$ cat config.mk
export PLATFORM = sky130hd
export DESIGN_NAME = ex_unit_scheduler_flat
export DESIGN_NICKNAME = d
export VERILOG_FILES = /design/src/rtl/ex_sched_pkg.sv /design/src/rtl/ex_unit_scheduler_if.sv /design/src/rtl/ex_sched_wb_reg.sv /design/src/rtl/ex_unit_scheduler.sv /design/src/flat_wrapper.sv
export SDC_FILE = /design/constraint.sdc
export NUM_CORES = 1
export LEC_CHECK = 0
export ABC_AREA = 1
export ABC_CLOCK_PERIOD_IN_PS = 1800
export CAP_MARGIN = 30
export CORE_UTILIZATION = 39
export CTS_CLUSTER_DIAMETER = 60
export DETAILED_ROUTE_END_ITERATION = 7
export PLACE_DENSITY = 0.8
export SYNTH_ARGS = -nofsm -noshare
export SYNTH_HDL_FRONTEND = slang
export SYNTH_SLANG_ARGS = --single-unit
$ cat constraint.sdc
create_clock -name clk -period 1.8 [get_ports clk]
set_input_delay 0.27 -clock clk [delete_from_list [all_inputs] [get_ports clk]]
set_output_delay 0.27 -clock clk [all_outputs]
set_load 0.05 [all_outputs]
$ cat src/rtl/ex_sched_pkg.sv
// ex_sched_pkg: unit/state encodings and default widths shared by the execute-unit scheduler
package ex_sched_pkg;
  localparam int XLEN_D = 32;
  localparam int RD_W_D = 5;
  typedef enum logic [1:0] {UNIT_ALU = 2'b00, UNIT_MDU = 2'b01, UNIT_FPU = 2'b10, UNIT_RSV = 2'b11} unit_e;
  typedef enum logic [1:0] {IDLE, WAIT_MDU, WAIT_FPU, DRAIN} state_e;
  function automatic logic is_multi(input logic [1:0] u);
    return u == UNIT_MDU || u == UNIT_FPU;
  endfunction
endpackage

$ cat src/rtl/ex_unit_scheduler_if.sv
// ex_unit_scheduler_if: issue, unit launch/done and writeback bundle of the execute-unit scheduler
interface ex_unit_scheduler_if #(
  parameter int XLEN = ex_sched_pkg::XLEN_D,
  parameter int RD_W = ex_sched_pkg::RD_W_D
);
  logic            issue_valid;
  logic [1:0]      issue_unit;
  logic [RD_W-1:0] issue_rd;
  logic            flush;
  logic            mdu_start;
  logic            mdu_done;
  logic [XLEN-1:0] mdu_result;
  logic            fpu_start;
  logic            fpu_done;
  logic [XLEN-1:0] fpu_result;
  logic            stall;
  logic            wb_valid;
  logic [RD_W-1:0] wb_rd;
  logic [XLEN-1:0] wb_data;
  logic            busy_valid;
  logic [RD_W-1:0] busy_rd;
  logic            timeout_err;
  modport master (
    output issue_valid, issue_unit, issue_rd, flush, mdu_done, mdu_result, fpu_done, fpu_result,
    input  mdu_start, fpu_start, stall, wb_valid, wb_rd, wb_data, busy_valid, busy_rd, timeout_err
  );
  modport slave (
    input  issue_valid, issue_unit, issue_rd, flush, mdu_done, mdu_result, fpu_done, fpu_result,
    output mdu_start, fpu_start, stall, wb_valid, wb_rd, wb_data, busy_valid, busy_rd, timeout_err
  );
endinterface

$ cat src/rtl/ex_sched_wb_reg.sv
// ex_sched_wb_reg: registered writeback capture; a done coinciding with flush is discarded
module ex_sched_wb_reg import ex_sched_pkg::*; #(
  parameter int XLEN = XLEN_D,
  parameter int RD_W = RD_W_D
) (
  input  logic            clk,
  input  logic            rst,
  input  logic            done,
  input  logic            flush,
  input  logic [RD_W-1:0] rd,
  input  logic [XLEN-1:0] data,
  output logic            wb_valid,
  output logic [RD_W-1:0] wb_rd,
  output logic [XLEN-1:0] wb_data
);
  always_ff @(posedge clk)
    if (rst) begin
      wb_valid <= 1'b0;
      wb_rd    <= '0;
      wb_data  <= '0;
    end else begin
      wb_valid <= done && !flush;
      if (done && !flush) begin
        wb_rd   <= rd;
        wb_data <= data;
      end
    end
endmodule

$ cat src/rtl/ex_unit_scheduler.sv
// ex_unit_scheduler: launches MDU/FPU ops, stalls the front end until done, registers one writeback.
// Defining EX_SCHED_TIMEOUT_EN adds a sticky watchdog that abandons a wait after MAX_LAT cycles.
module ex_unit_scheduler import ex_sched_pkg::*; #(
  parameter int XLEN    = XLEN_D,
  parameter int RD_W    = RD_W_D,
  parameter int MAX_LAT = 64,
  parameter int CNT_W   = 7
) (
  input logic clk,
  input logic rst,
  ex_unit_scheduler_if.slave bus
);
  state_e           state;
  logic [CNT_W-1:0] cnt;
  logic             unit_fpu;
  logic             in_wait;
  logic             launch;
  logic             done_u;
  logic             tmo;

  if (MAX_LAT >= (1 << CNT_W)) begin : g_cnt_w_check
    $error("CNT_W too narrow to count to MAX_LAT");
  end

  assign in_wait   = state == WAIT_MDU || state == WAIT_FPU;
  assign launch    = bus.issue_valid && is_multi(bus.issue_unit) && !bus.flush;
  // unit_fpu persists into DRAIN so only the abandoned unit's done ends it
  assign done_u    = unit_fpu ? bus.fpu_done : bus.mdu_done;
  assign bus.stall = in_wait || launch;
`ifdef EX_SCHED_TIMEOUT_EN
  assign tmo = state != IDLE && cnt >= CNT_W'(MAX_LAT);
`else
  assign tmo = 1'b0;
`endif

  always_ff @(posedge clk)
    if (rst) begin
      state           <= IDLE;
      cnt             <= '0;
      unit_fpu        <= 1'b0;
      bus.mdu_start   <= 1'b0;
      bus.fpu_start   <= 1'b0;
      bus.busy_valid  <= 1'b0;
      bus.busy_rd     <= '0;
      bus.timeout_err <= 1'b0;
    end else begin
      bus.mdu_start <= 1'b0;
      bus.fpu_start <= 1'b0;
      cnt           <= &cnt ? cnt : cnt + 1'b1;
      case (state)
        IDLE: begin
          cnt <= '0;
          if (launch) begin
            state          <= bus.issue_unit == UNIT_FPU ? WAIT_FPU : WAIT_MDU;
            unit_fpu       <= bus.issue_unit == UNIT_FPU;
            bus.mdu_start  <= bus.issue_unit == UNIT_MDU;
            bus.fpu_start  <= bus.issue_unit == UNIT_FPU;
            bus.busy_valid <= 1'b1;
            bus.busy_rd    <= bus.issue_rd;
          end
        end
        WAIT_MDU, WAIT_FPU:
          if (bus.flush || done_u || tmo) begin
            bus.busy_valid <= 1'b0;
            if (bus.flush && !done_u) state <= DRAIN;
            else begin
              state <= IDLE;
              cnt   <= '0;
            end
            if (!bus.flush && !done_u) bus.timeout_err <= 1'b1;
          end
        default:
          if (done_u || tmo) begin
            state <= IDLE;
            cnt   <= '0;
            if (!done_u) bus.timeout_err <= 1'b1;
          end
      endcase
    end

  ex_sched_wb_reg #(.XLEN(XLEN), .RD_W(RD_W)) u_wb (
    .clk     (clk),
    .rst     (rst),
    .done    (in_wait && done_u),
    .flush   (bus.flush),
    .rd      (bus.busy_rd),
    .data    (unit_fpu ? bus.fpu_result : bus.mdu_result),
    .wb_valid(bus.wb_valid),
    .wb_rd   (bus.wb_rd),
    .wb_data (bus.wb_data)
  );
endmodule

$ cat src/flat_wrapper.sv
// flat-port wrapper written by rule: the top's interface ports become plain ports
module ex_unit_scheduler_flat import ex_sched_pkg::*;
#(
  parameter int XLEN    = XLEN_D,
  parameter int RD_W    = RD_W_D,
  parameter int MAX_LAT = 64,
  parameter int CNT_W   = 7
)
  (clk, rst, bus_issue_valid, bus_issue_unit, bus_issue_rd, bus_flush, bus_mdu_done, bus_mdu_result, bus_fpu_done, bus_fpu_result, bus_mdu_start, bus_fpu_start, bus_stall, bus_wb_valid, bus_wb_rd, bus_wb_data, bus_busy_valid, bus_busy_rd, bus_timeout_err);
  ex_unit_scheduler_if #(.XLEN(XLEN), .RD_W(RD_W)) bus_i ();
  input logic clk;
  input logic rst;
  input wire logic [$bits(bus_i.issue_valid)-1:0] bus_issue_valid;
  input wire logic [$bits(bus_i.issue_unit)-1:0] bus_issue_unit;
  input wire logic [$bits(bus_i.issue_rd)-1:0] bus_issue_rd;
  input wire logic [$bits(bus_i.flush)-1:0] bus_flush;
  input wire logic [$bits(bus_i.mdu_done)-1:0] bus_mdu_done;
  input wire logic [$bits(bus_i.mdu_result)-1:0] bus_mdu_result;
  input wire logic [$bits(bus_i.fpu_done)-1:0] bus_fpu_done;
  input wire logic [$bits(bus_i.fpu_result)-1:0] bus_fpu_result;
  output wire logic [$bits(bus_i.mdu_start)-1:0] bus_mdu_start;
  output wire logic [$bits(bus_i.fpu_start)-1:0] bus_fpu_start;
  output wire logic [$bits(bus_i.stall)-1:0] bus_stall;
  output wire logic [$bits(bus_i.wb_valid)-1:0] bus_wb_valid;
  output wire logic [$bits(bus_i.wb_rd)-1:0] bus_wb_rd;
  output wire logic [$bits(bus_i.wb_data)-1:0] bus_wb_data;
  output wire logic [$bits(bus_i.busy_valid)-1:0] bus_busy_valid;
  output wire logic [$bits(bus_i.busy_rd)-1:0] bus_busy_rd;
  output wire logic [$bits(bus_i.timeout_err)-1:0] bus_timeout_err;
  assign bus_i.issue_valid = bus_issue_valid;
  assign bus_i.issue_unit = bus_issue_unit;
  assign bus_i.issue_rd = bus_issue_rd;
  assign bus_i.flush = bus_flush;
  assign bus_i.mdu_done = bus_mdu_done;
  assign bus_i.mdu_result = bus_mdu_result;
  assign bus_i.fpu_done = bus_fpu_done;
  assign bus_i.fpu_result = bus_fpu_result;
  assign bus_mdu_start = bus_i.mdu_start;
  assign bus_fpu_start = bus_i.fpu_start;
  assign bus_stall = bus_i.stall;
  assign bus_wb_valid = bus_i.wb_valid;
  assign bus_wb_rd = bus_i.wb_rd;
  assign bus_wb_data = bus_i.wb_data;
  assign bus_busy_valid = bus_i.busy_valid;
  assign bus_busy_rd = bus_i.busy_rd;
  assign bus_timeout_err = bus_i.timeout_err;
  ex_unit_scheduler #(.XLEN(XLEN), .RD_W(RD_W), .MAX_LAT(MAX_LAT), .CNT_W(CNT_W)) u_core (.clk(clk), .rst(rst), .bus(bus_i));
endmodule
==> key figures, run 1 <==
Outcome
  – Status: complete, no violations

Global routing
  – Total track usage: 0.193
  – Pin count of the biggest net entering global routing: 38
  – Initial antenna violation count: 0
  – Vias in the first global route: 2176
  – Grt total ovfl: 0
  – First-pass GRT wire length: 9650 um

Floorplan
  – Ports: 125
  – Total core area: 0.00561 mm^2
  – Die H: 79.1 um
  – Die width: 79.1 um
  – Rows: 27
  – Starting density of the core: 0.414
  – Area of the die: 0.00626 mm^2

Critical path
  – Critical Path AT: 1.47 ns
  – Buf+Inv Stages, Crit Path: 1
  – CP peak stage delay: 0.81 ns
  – Worst EP required: 1.53 ns
  – CP max-delay cell: clkdlybuf4s50_1
  – Critical path fanouts, max: 3
  – CP delay by family, top: buffers and inverters
  – Setup CP Type: reg2out
  – Crit path cell chain: clkdlybuf4s50_1
  – CP endpoint kind: output port
  – Startpoint Class: flip-flop

Placed design
  – Worst slack, placed: -0.0320 ns
  – I/O Buffers: 124
  – Area post-placement: 0.00363 mm^2
  – Detailed Place HPWL: 4480 um
  – GP Congestion: 0.815

Drt
  – Final wirelength: 5890 um
  – WL met1: 2640 um
  – Met3 wire len: 367 um
  – ANT nets after route: 0
  – Routed len/inst: 10.7 um
  – First-pass DRT Iterations: 4
  – DRC: 0
  – Initial DRC Count: 70
  – Vias: 2492
  – Met2 WL: 2860 um
  – Max Used Layer: met4
  – Vias/cell: 4.55

Logic synthesis
  – Syn Area/Cell: 6.63 um^2
  – Yosys warning count: 0
  – Count of distinct cell types in the synthesized netlist: 20
  – Seq/Total Area, Yosys: 0.431
  – Post-Syn Instances: 350
  – Synthesized cell area: 0.00232 mm^2
  – Syn_nets: 431
  – Synthesis-stage register bit count: 50

STA
  – Fin. max-slew vios: 0
  – Final Hold Violating Endpoints: 0
  – Slew margin rel.: 0.650
  – Final min period: 1.74 ns
  – Final worst path period share: 0.967
  – Max frequency: 575 MHz
  – Setup TNS: 0 ns
  – Setup ws final: 0.0598 ns
  – Worst-margin pin slew: 0.524 ns
  – Final setup fails: 0
  – Max Clock Skew: 0.00852 ns

Clocking
  – Clk buf depth: 2
  – Clock Sinks: 50
  – Clock Latency Late Sink: 0.29 ns
  – Hold_buf cts: 0
  – Clk pin slew, worst setup/hold paths: 0.09 ns
  – Total CTS buffers: 5
  – Root Driver: clkbuf_8
  – H-tree lvl count: 2
  – TritonCTS clock tree: done

Power
  – Leakage: 1.56 nW
  – Worst vdd ir: 0.694 mV
  – Pwr dens: 834 mW/mm^2

Cells and area
  – Synth-to-Final Area Change: 61.1%
  – Filler cells: 497
  – Fin nets: 557
  – Core Util, Final: 0.666
  – Ratio of cells with drive above 1 in the final layout: 0.0651
  – Final Cell Area: 0.00374 mm^2
  – Diode count: 0

Run
  – Max Cap Viol: 0

Worst hold path
  – Min-delay worst type: reg2reg
## path summary, 6_finish.rpt
check                           slack (ns)                endpoint  cells after the start              startpoint
worst max register to register        0.15    u_core.u_wb.wb_rd[1]                      8         u_core.state[0]
worst max-delay path                  0.06          bus_busy_rd[1]                      1   u_core.bus.busy_rd[1]
worst min-delay path                  0.43  u_core.bus.timeout_err                      2  u_core.bus.timeout_err
worst min register to register        0.43  u_core.bus.timeout_err                      2  u_core.bus.timeout_err
## layer usage
metal  vias up  GRT usage
li1       1331          -
met1      1088      0.223
met2        71      0.357
met3         2     0.0483
met4         0     0.0382
met5         -          0
## layout by cell type, fill, tap and decap left out, drive strengths merged
cell,Yosys,routed
a21oi,9,9
nand3,9,9
dfxtp,50,50
inv,16,16
o21ai,38,38
clkdlybuf4s50,0,122
ha,4,4
nand2,125,125
nor2,80,80
buf,14,16
clkbuf,5,7
## layout make-up
type	count	area, um^2	share of cell area
repair buffers	138	1350	0.362
flip-flops and latches	50	1000	0.268
clock buffers	7	76.3	0.0204
well taps	72	90.1	0.0241
inverters	16	67.6	0.0181
multi-input cells	265	1150	0.307
## tightest hold or removal path: cells and delay by family, from the launching register on
kind | cells | cell delay (ns)
DFF | 1 | 0.32
and+or+nand+nor | 1 | 0.03
buffers and inverters | 1 | 0.05
## stage by stage
step	power (mW)	hold slack, ns	cells
3_5_place_dp	2.53	0.427	539
4_1_cts	3.14	0.439	546
6_report	3.12	0.435	548
3_3_place_gp	2.52	0.415	539
2_1_floorplan	2.06	0.414	350
5_1_grt	3.31	0.475	548
## power by group
part / internal, mW / switching (mW)
registers: 1.22 / 0.0566
clock network: 0.269 / 0.333
logic: 0.509 / 0.732
## logic make-up (layout without fill, tap and decap cells)
kind of cell | after synthesis | in the layout | synth area share
DFF | 50 | 50 | 0.431
and+or+nand+nor | 214 | 214 | 0.363
AOI/OAI and AO/OA | 47 | 47 | 0.103
adders and majority gates | 4 | 4 | 0.0216
buffers and inverters | 35 | 161 | 0.0809
## synthesized netlist by cell type
master / instances / area share
nand2_1: 124 / 0.20
nor2_1: 79 / 0.13
dfxtp_1: 50 / 0.43
o21ai_1: 24 / 0.052
inv_1: 14 / 0.023
o21ai_0: 14 / 0.030
a21oi_1: 8 / 0.017
buf_2: 7 / 0.015
nand3_1: 7 / 0.015
buf_6: 4 / 0.019
clkbuf_1: 4 / 0.0065
ha_1: 4 / 0.022
buf_4: 3 / 0.0097
inv_4: 2 / 0.0054
a21oi_2: 1 / 0.0038
clkbuf_2: 1 / 0.0022
nand2_2: 1 / 0.0027
nand3_2: 1 / 0.0043
nand3_4: 1 / 0.0076
nor2_4: 1 / 0.0049
## what timing repair did
action,CTS,global route
gates cloned,0,0
resized for setup,1,4
setup buffers,0,2
pin swaps,0,3
endpoints found under the setup margin,1,38
## registers in the layout (all words and copies together) (netlist names), 2 cells and up
name	flops
u_core.u_wb.wb_data	32
u_core.bus.busy_rd	5
u_core.state	2
u_core.u_wb.wb_rd	5
Note: power is estimated with default switching activity, not from simulation.
==> inputs of run 2 (changes only) <==
--- a/config.mk
+++ b/config.mk
@@ -12,6 +12,7 @@
 export CTS_CLUSTER_DIAMETER = 60
 export DETAILED_ROUTE_END_ITERATION = 7
 export PLACE_DENSITY = 0.8
+export SKIP_CTS_REPAIR_TIMING = 1
 export SYNTH_ARGS = -nofsm -noshare
 export SYNTH_HDL_FRONTEND = slang
 export SYNTH_SLANG_ARGS = --single-unit
==> run 2 against run 1 <==
  * Combinational power about the same
  * Hold slack about the same
  * Routed wire length increased by 0.27%
  * Largest power group unchanged
==> key figures, run 2 (synthesized netlist as in run 1, its figures left out) <==
Cells and area
  – Max reg flops: 32 (unchanged)
  – Largest regs: u_core.u_wb.wb_data: 32 flops, u_core.bus.busy_rd: 5 flops, u_core.u_wb.wb_rd: 5 flops
  – Diode count: 0 (unchanged)
  – Highest-count cells in the layout ignoring fill and taps: nand2_1 (123), clkdlybuf4s50_1 (122), nor2_1 (78), dfxtp_1 (50), o21ai_1 (24)
  – Fin nets: 557 (unchanged)
  – Core Util, Final: 0.666 (unchanged)
  – Most common cell after layout, fill and taps aside: nand2_1
  – Largest Register: u_core.u_wb.wb_data
  – Post-route insts no fill: 548 (unchanged)
  – Synth-to-Final Area Change: 61.1% (unchanged)
  – Ratio of cells with drive above 1 in the final layout: 0.0651 (unchanged)

Critical path
  – Setup CP Type: reg2out
  – Worst R2R End: u_core.u_wb.wb_rd[1]
  – Buf+Inv Stages, Crit Path: 1 (unchanged)
  – Worst r2r src: u_core.state[0]
  – CP peak stage delay: 0.82 ns (about the same)
  – CP delay by family, top: buffers and inverters
  – CP max-delay cell: clkdlybuf4s50_1
  – R2R depth: 8 (unchanged)
  – Internal reg-to-reg setup slack: 0.16 ns (about the same)
  – Startpoint Class: flip-flop
  – Critical Path AT: 1.48 ns (about the same)
  – Worst EP required: 1.53 ns (about the same)
  – CP endpoint kind: output port
  – Critical path fanouts, max: 3 (unchanged)
  – Crit path cell chain: clkdlybuf4s50_1

Placed design
  – I/O Buffers: 124 (unchanged)
  – Dpl cells: 539 (unchanged)
  – GP Congestion: 0.815 (unchanged)
  – Detailed Place HPWL: 4480 um (unchanged)

STA
  – Max frequency: 573 MHz (-0.35%)
  – Max Clock Skew: 0.00867 ns (+0.000149 ns)
  – Worst-margin pin slew: 0.524 ns (-0.000172 ns)
  – Final Hold Violating Endpoints: 0 (unchanged)
  – Fin. max-slew vios: 0 (unchanged)
  – Slew margin rel.: 0.650 (about the same)
  – Final min period: 1.75 ns (+0.00608 ns)
  – Final setup fails: 0 (unchanged)
  – Final worst path period share: 0.970 (+0.00338)

Global routing
  – Total track usage: 0.193 (unchanged)
  – Grt total ovfl: 0 (unchanged)
  – Initial antenna violation count: 0 (unchanged)
  – Pin count of the biggest net entering global routing: 38 (unchanged)
  – Vias in the first global route: 2176 (unchanged)
  – First-pass GRT wire length: 9650 um (unchanged)

Floorplan
  – Ports: 125 (unchanged)
  – Die width: 79.1 um (unchanged)
  – Total core area: 0.00561 mm^2 (unchanged)
  – Starting density of the core: 0.414 (unchanged)
  – Area of the die: 0.00626 mm^2 (unchanged)
  – Rows: 27 (unchanged)
  – Die H: 79.1 um (unchanged)

Drt
  – Vias: 2485 (-0.28%)
  – Routed len/inst: 10.8 um (+0.27%)
  – Initial DRC Count: 63 (-10%)
  – DRC: 0 (unchanged)
  – Final wirelength: 5910 um (+0.27%)
  – Vias/cell: 4.53 (-0.28%)
  – ANT nets after route: 0 (unchanged)
  – First-pass DRT Iterations: 4 (unchanged)

Run
  – Max Cap Viol: 0 (unchanged)

Power
  – Worst vdd ir: 0.695 mV (about the same)
  – Leakage: 1.56 nW (about the same)
  – Pwr dens: 834 mW/mm^2 (about the same)

Clocking
  – Clk buf depth: 2 (unchanged)
  – Root Driver: clkbuf_8
  – Clock Sinks: 50 (unchanged)
  – TritonCTS clock tree: done
  – Clk pin slew, worst setup/hold paths: 0.09 ns (about the same)
  – Total CTS buffers: 5 (unchanged)
  – H-tree lvl count: 2 (unchanged)
  – Clock Latency Late Sink: 0.29 ns (about the same)

Worst hold path
  – Endpoint, Worst Hold: u_core.bus.timeout_err
  – Hold-critical path depth: 2 (unchanged)
  – Min-delay worst type: reg2reg
  – Hold Startpoint: u_core.bus.timeout_err

Outcome
  – Status: complete, no violations
[run 2: cell counts in the layout (fill, tap and decap cells not counted)]
No cell type changed its count.
[run 2: worst max-delay path by stage]
| stage | cells after the start | startpoint | to | slack, ns |
|---|---|---|---|---|
| after floorplan | 9 | u_core.state[0] | u_core.u_wb.wb_rd[3] | 0.33 |
| after global placement | 9 | bus_issue_unit[0] | u_core.unit_fpu | 0.02 |
| after detailed placement | 9 | bus_issue_unit[0] | u_core.unit_fpu | -0.03 |
| after CTS | 7 | bus_issue_unit[0] | bus_stall | -0.0006 |
| after global routing | 8 | u_core.state[1] | u_core.u_wb.wb_data[27] | -0.009 |
| final | 1 | u_core.bus.busy_rd[3] | bus_busy_rd[3] | 0.05 |
[run 2: metal layers]
| layer | GRT usage | vias to the layer above | wire length, um |
|---|---|---|---|
| met1 | 0.223 | 1083 | 2660 |
| met2 | 0.357 | 69 | 2860 |
| met3 | 0.0483 | 2 | 362 |
| li1 | - | 1331 | - |
| met5 | 0 | - | 0 |
| met4 | 0.0382 | 0 | 24 |
[run 2: layout make-up]
cell class | instances | area [um^2]
tap | 72 | 90.1
multi-input combinational | 265 | 1150
timing repair buffer | 138 | 1350
fill | 497 | 1870
clock buffer | 7 | 76.3
sequential | 50 | 1000
inverter | 16 | 67.6
[run 2: through the flow]
stage / setup WS [ns] / total power, mW / instance area [um^2] / hold WS, ns / TNS (ns)
5_1_grt: -0.00942 / 3.31 / 3740 / 0.475 / -0.0206
2_1_floorplan: 0.327 / 2.06 / 2320 / 0.414 / 0
3_5_place_dp: -0.0320 / 2.53 / 3630 / 0.427 / -0.0325
4_1_cts: -0.000590 / 3.13 / 3700 / 0.439 / -0.000590
6_report: 0.0537 / 3.12 / 3740 / 0.434 / 0
3_3_place_gp: 0.0174 / 2.52 / 3630 / 0.415 / 0
[run 2: power breakdown]
group          internal, mW  switching (mW)  total (mW)
Clock                 0.269           0.333       0.602
Combinational         0.509           0.732        1.24
Sequential             1.22          0.0565        1.27
==> inputs of run 3 (changes only) <==
==> constraint.sdc (replaced) <==
create_clock -name clk -period 1.8 [get_ports clk]
set_input_delay 0.36 -clock clk [delete_from_list [all_inputs] [get_ports clk]]
set_output_delay 0.36 -clock clk [all_outputs]
set_load 0.05 [all_outputs]
==> run 3 against run 2 <==
  * Count of clock-buffer cells in the layout fell by 1
  * Die area did not move
  * Routed wire length rose by 5.6%
  * Sequential power barely moved
  * Clock power rose by 57%
  * Cell count rose by 0.55%
  * Non-clock buffer count rose by 2
  * Power rose by 11%
  * Clock skew fell by 0.0042 ns
  * Global-route usage rose by 0.35 points
  * Combinational power barely moved
  * Critical endpoint is now bus_stall
  * Largest power group unchanged
==> key figures, run 3 (synthesized netlist as in run 1, its figures left out) <==
Global routing
  – Initial antenna violation count: 0 (unchanged)
  – Total track usage: 0.196 (+0.00346)
  – First-pass GRT wire length: 9820 um (+1.8%)
  – Vias in the first global route: 2226 (+2.3%)
  – Grt total ovfl: 0 (unchanged)
  – Pin count of the biggest net entering global routing: 27 (-29%)

Drt
  – Initial DRC Count: 47 (-25%)
  – Final wirelength: 6230 um (+5.6%)
  – Vias/cell: 4.61 (+1.7%)
  – First-pass DRT Iterations: 4 (unchanged)
  – DRC: 0 (unchanged)
  – Vias: 2541 (+2.3%)
  – Routed len/inst: 11.3 um (+5.0%)
  – ANT nets after route: 0 (unchanged)

Run
  – Max Cap Viol: 0 (unchanged)

STA
  – Slew margin rel.: 0.819 (+0.169)
  – Worst-margin pin slew: 0.272 ns (-0.252 ns)
  – Max frequency: 593 MHz (+3.5%)
  – Setup ws final: 0.113 ns (+0.0592 ns)
  – RSZ-0062 raised after global routing: no
  – Final min period: 1.69 ns (-0.0592 ns)
  – Worst hold margin: 0.424 ns (-0.0104 ns)
  – Final setup fails: 0 (unchanged)
  – Max Clock Skew: 0.00450 ns (-0.00417 ns)
  – Final worst path period share: 0.937 (-0.0329)
  – Fin. max-slew vios: 0 (unchanged)
  – Final Hold Violating Endpoints: 0 (unchanged)

Clocking
  – H-tree lvl count: 2 (unchanged)
  – Clock Sinks: 50 (unchanged)
  – Total CTS buffers: 5 (unchanged)
  – Clock Latency Late Sink: 0.29 ns (about the same)
  – Root Driver: clkbuf_8
  – Clk pin slew, worst setup/hold paths: 0.09 ns (about the same)
  – TritonCTS clock tree: done
  – Clk buf depth: 2 (unchanged)

Cells and area
  – Max reg flops: 32 (unchanged)
  – Highest-count cells in the layout ignoring fill and taps: nand2_1 (122), nor2_1 (78), clkdlybuf4s50_1 (74), buf_4 (61), dfxtp_1 (48)
  – Most common cell after layout, fill and taps aside: nand2_1
  – Ratio of cells with drive above 1 in the final layout: 0.182 (+0.117)
  – Core Util, Final: 0.667 (+0.000669)
  – Synth-to-Final Area Change: 61.3%
  – Largest regs: u_core.u_wb.wb_data: 32 flops, u_core.bus.busy_rd: 5 flops, u_core.u_wb.wb_rd: 5 flops
  – Diode count: 0 (unchanged)
  – Post-route insts no fill: 551 (+0.55%)
  – Final Cell Area: 0.00374 mm^2 (+0.10%)
  – Largest Register: u_core.u_wb.wb_data
  – Filler cells: 507 (+2.0%)
  – Fin nets: 559 (+0.36%)

Floorplan
  – Area of the die: 0.00626 mm^2 (unchanged)
  – Die H: 79.1 um (unchanged)
  – Starting density of the core: 0.414 (unchanged)
  – Die width: 79.1 um (unchanged)
  – Total core area: 0.00561 mm^2 (unchanged)
  – Ports: 125 (unchanged)
  – Rows: 27 (unchanged)

Critical path
  – Setup CP Type: reg2out
  – Internal reg-to-reg setup slack: 0.19 ns (+0.03 ns)
  – CP endpoint kind: output port
  – Critical Path AT: 1.33 ns (-0.15 ns)
  – Worst EP required: 1.44 ns (-0.09 ns)
  – Critical path fanouts, max: 3 (unchanged)
  – Startpoint Class: flip-flop

Placed design
  – I/O Buffers: 124 (unchanged)
  – Area post-placement: 0.00356 mm^2 (-1.9%)
  – Worst slack, placed: -0.218 ns (-0.186 ns)
  – Dpl cells: 542 (+0.56%)
  – GP Congestion: 0.844 (+3.6%)
  – Detailed Place HPWL: 4800 um (+7.3%)

Power
  – Pwr dens: 926 mW/mm^2 (+11%)
  – Worst vdd ir: 0.713 mV (+2.7%)
  – Leakage: 1.73 nW (+11%)

Worst hold path
  – Min-delay worst type: reg2reg

Outcome
  – Status: complete, no violations
run 3: final timing paths:
kind,start,to,cells after the start
worst max-delay path,u_core.state[0],bus_stall,5
worst min-delay path,u_core.bus.timeout_err,u_core.bus.timeout_err,2
worst max register to register,u_core.state[0],u_core.u_wb.wb_data[30],8
worst min register to register,u_core.bus.timeout_err,u_core.bus.timeout_err,2
run 3: area by class of cell:
type	instances	area (um^2)	share of cell area
timing repair buffer	140	1280	0.343
multi-input combinational	265	1160	0.309
tap	72	90.1	0.0241
inverter	16	65.1	0.0174
sequential	50	1000	0.268
clock buffer	6	82.6	0.0221
clock inverter	2	60.1	0.0161
run 3: power breakdown:
part	internal, mW	leakage (nW)	total [mW]	switching (mW)
clock network	0.592	0.0714	0.947	0.355
logic	0.493	1.25	1.24	0.744
registers	1.22	0.406	1.28	0.0600
run 3: worst max-delay path, cell delays in order (launching register included):
cell and delay [ns]:
dfxtp_2 0.35, inv_1 0.05, ha_1 0.31, inv_2 0.11, nand2_2 0.08, buf_12 0.15
run 3: per-layer routing:
layer	share of wire	vias up	global-route usage
met4	0.0079	0	0.0527
met3	0.055	6	0.0448
li1	-	1335	-
met1	0.43	1125	0.222
met2	0.51	75	0.366
met5	0	-	0
run 3: through the flow:
stage	power (mW)	setup TNS [ns]
3_3_place_gp	2.51	-0.642
4_1_cts	3.48	-0.225
5_1_grt	3.64	0
2_1_floorplan	2.06	0
6_report	3.46	0
3_5_place_dp	2.53	-1.68
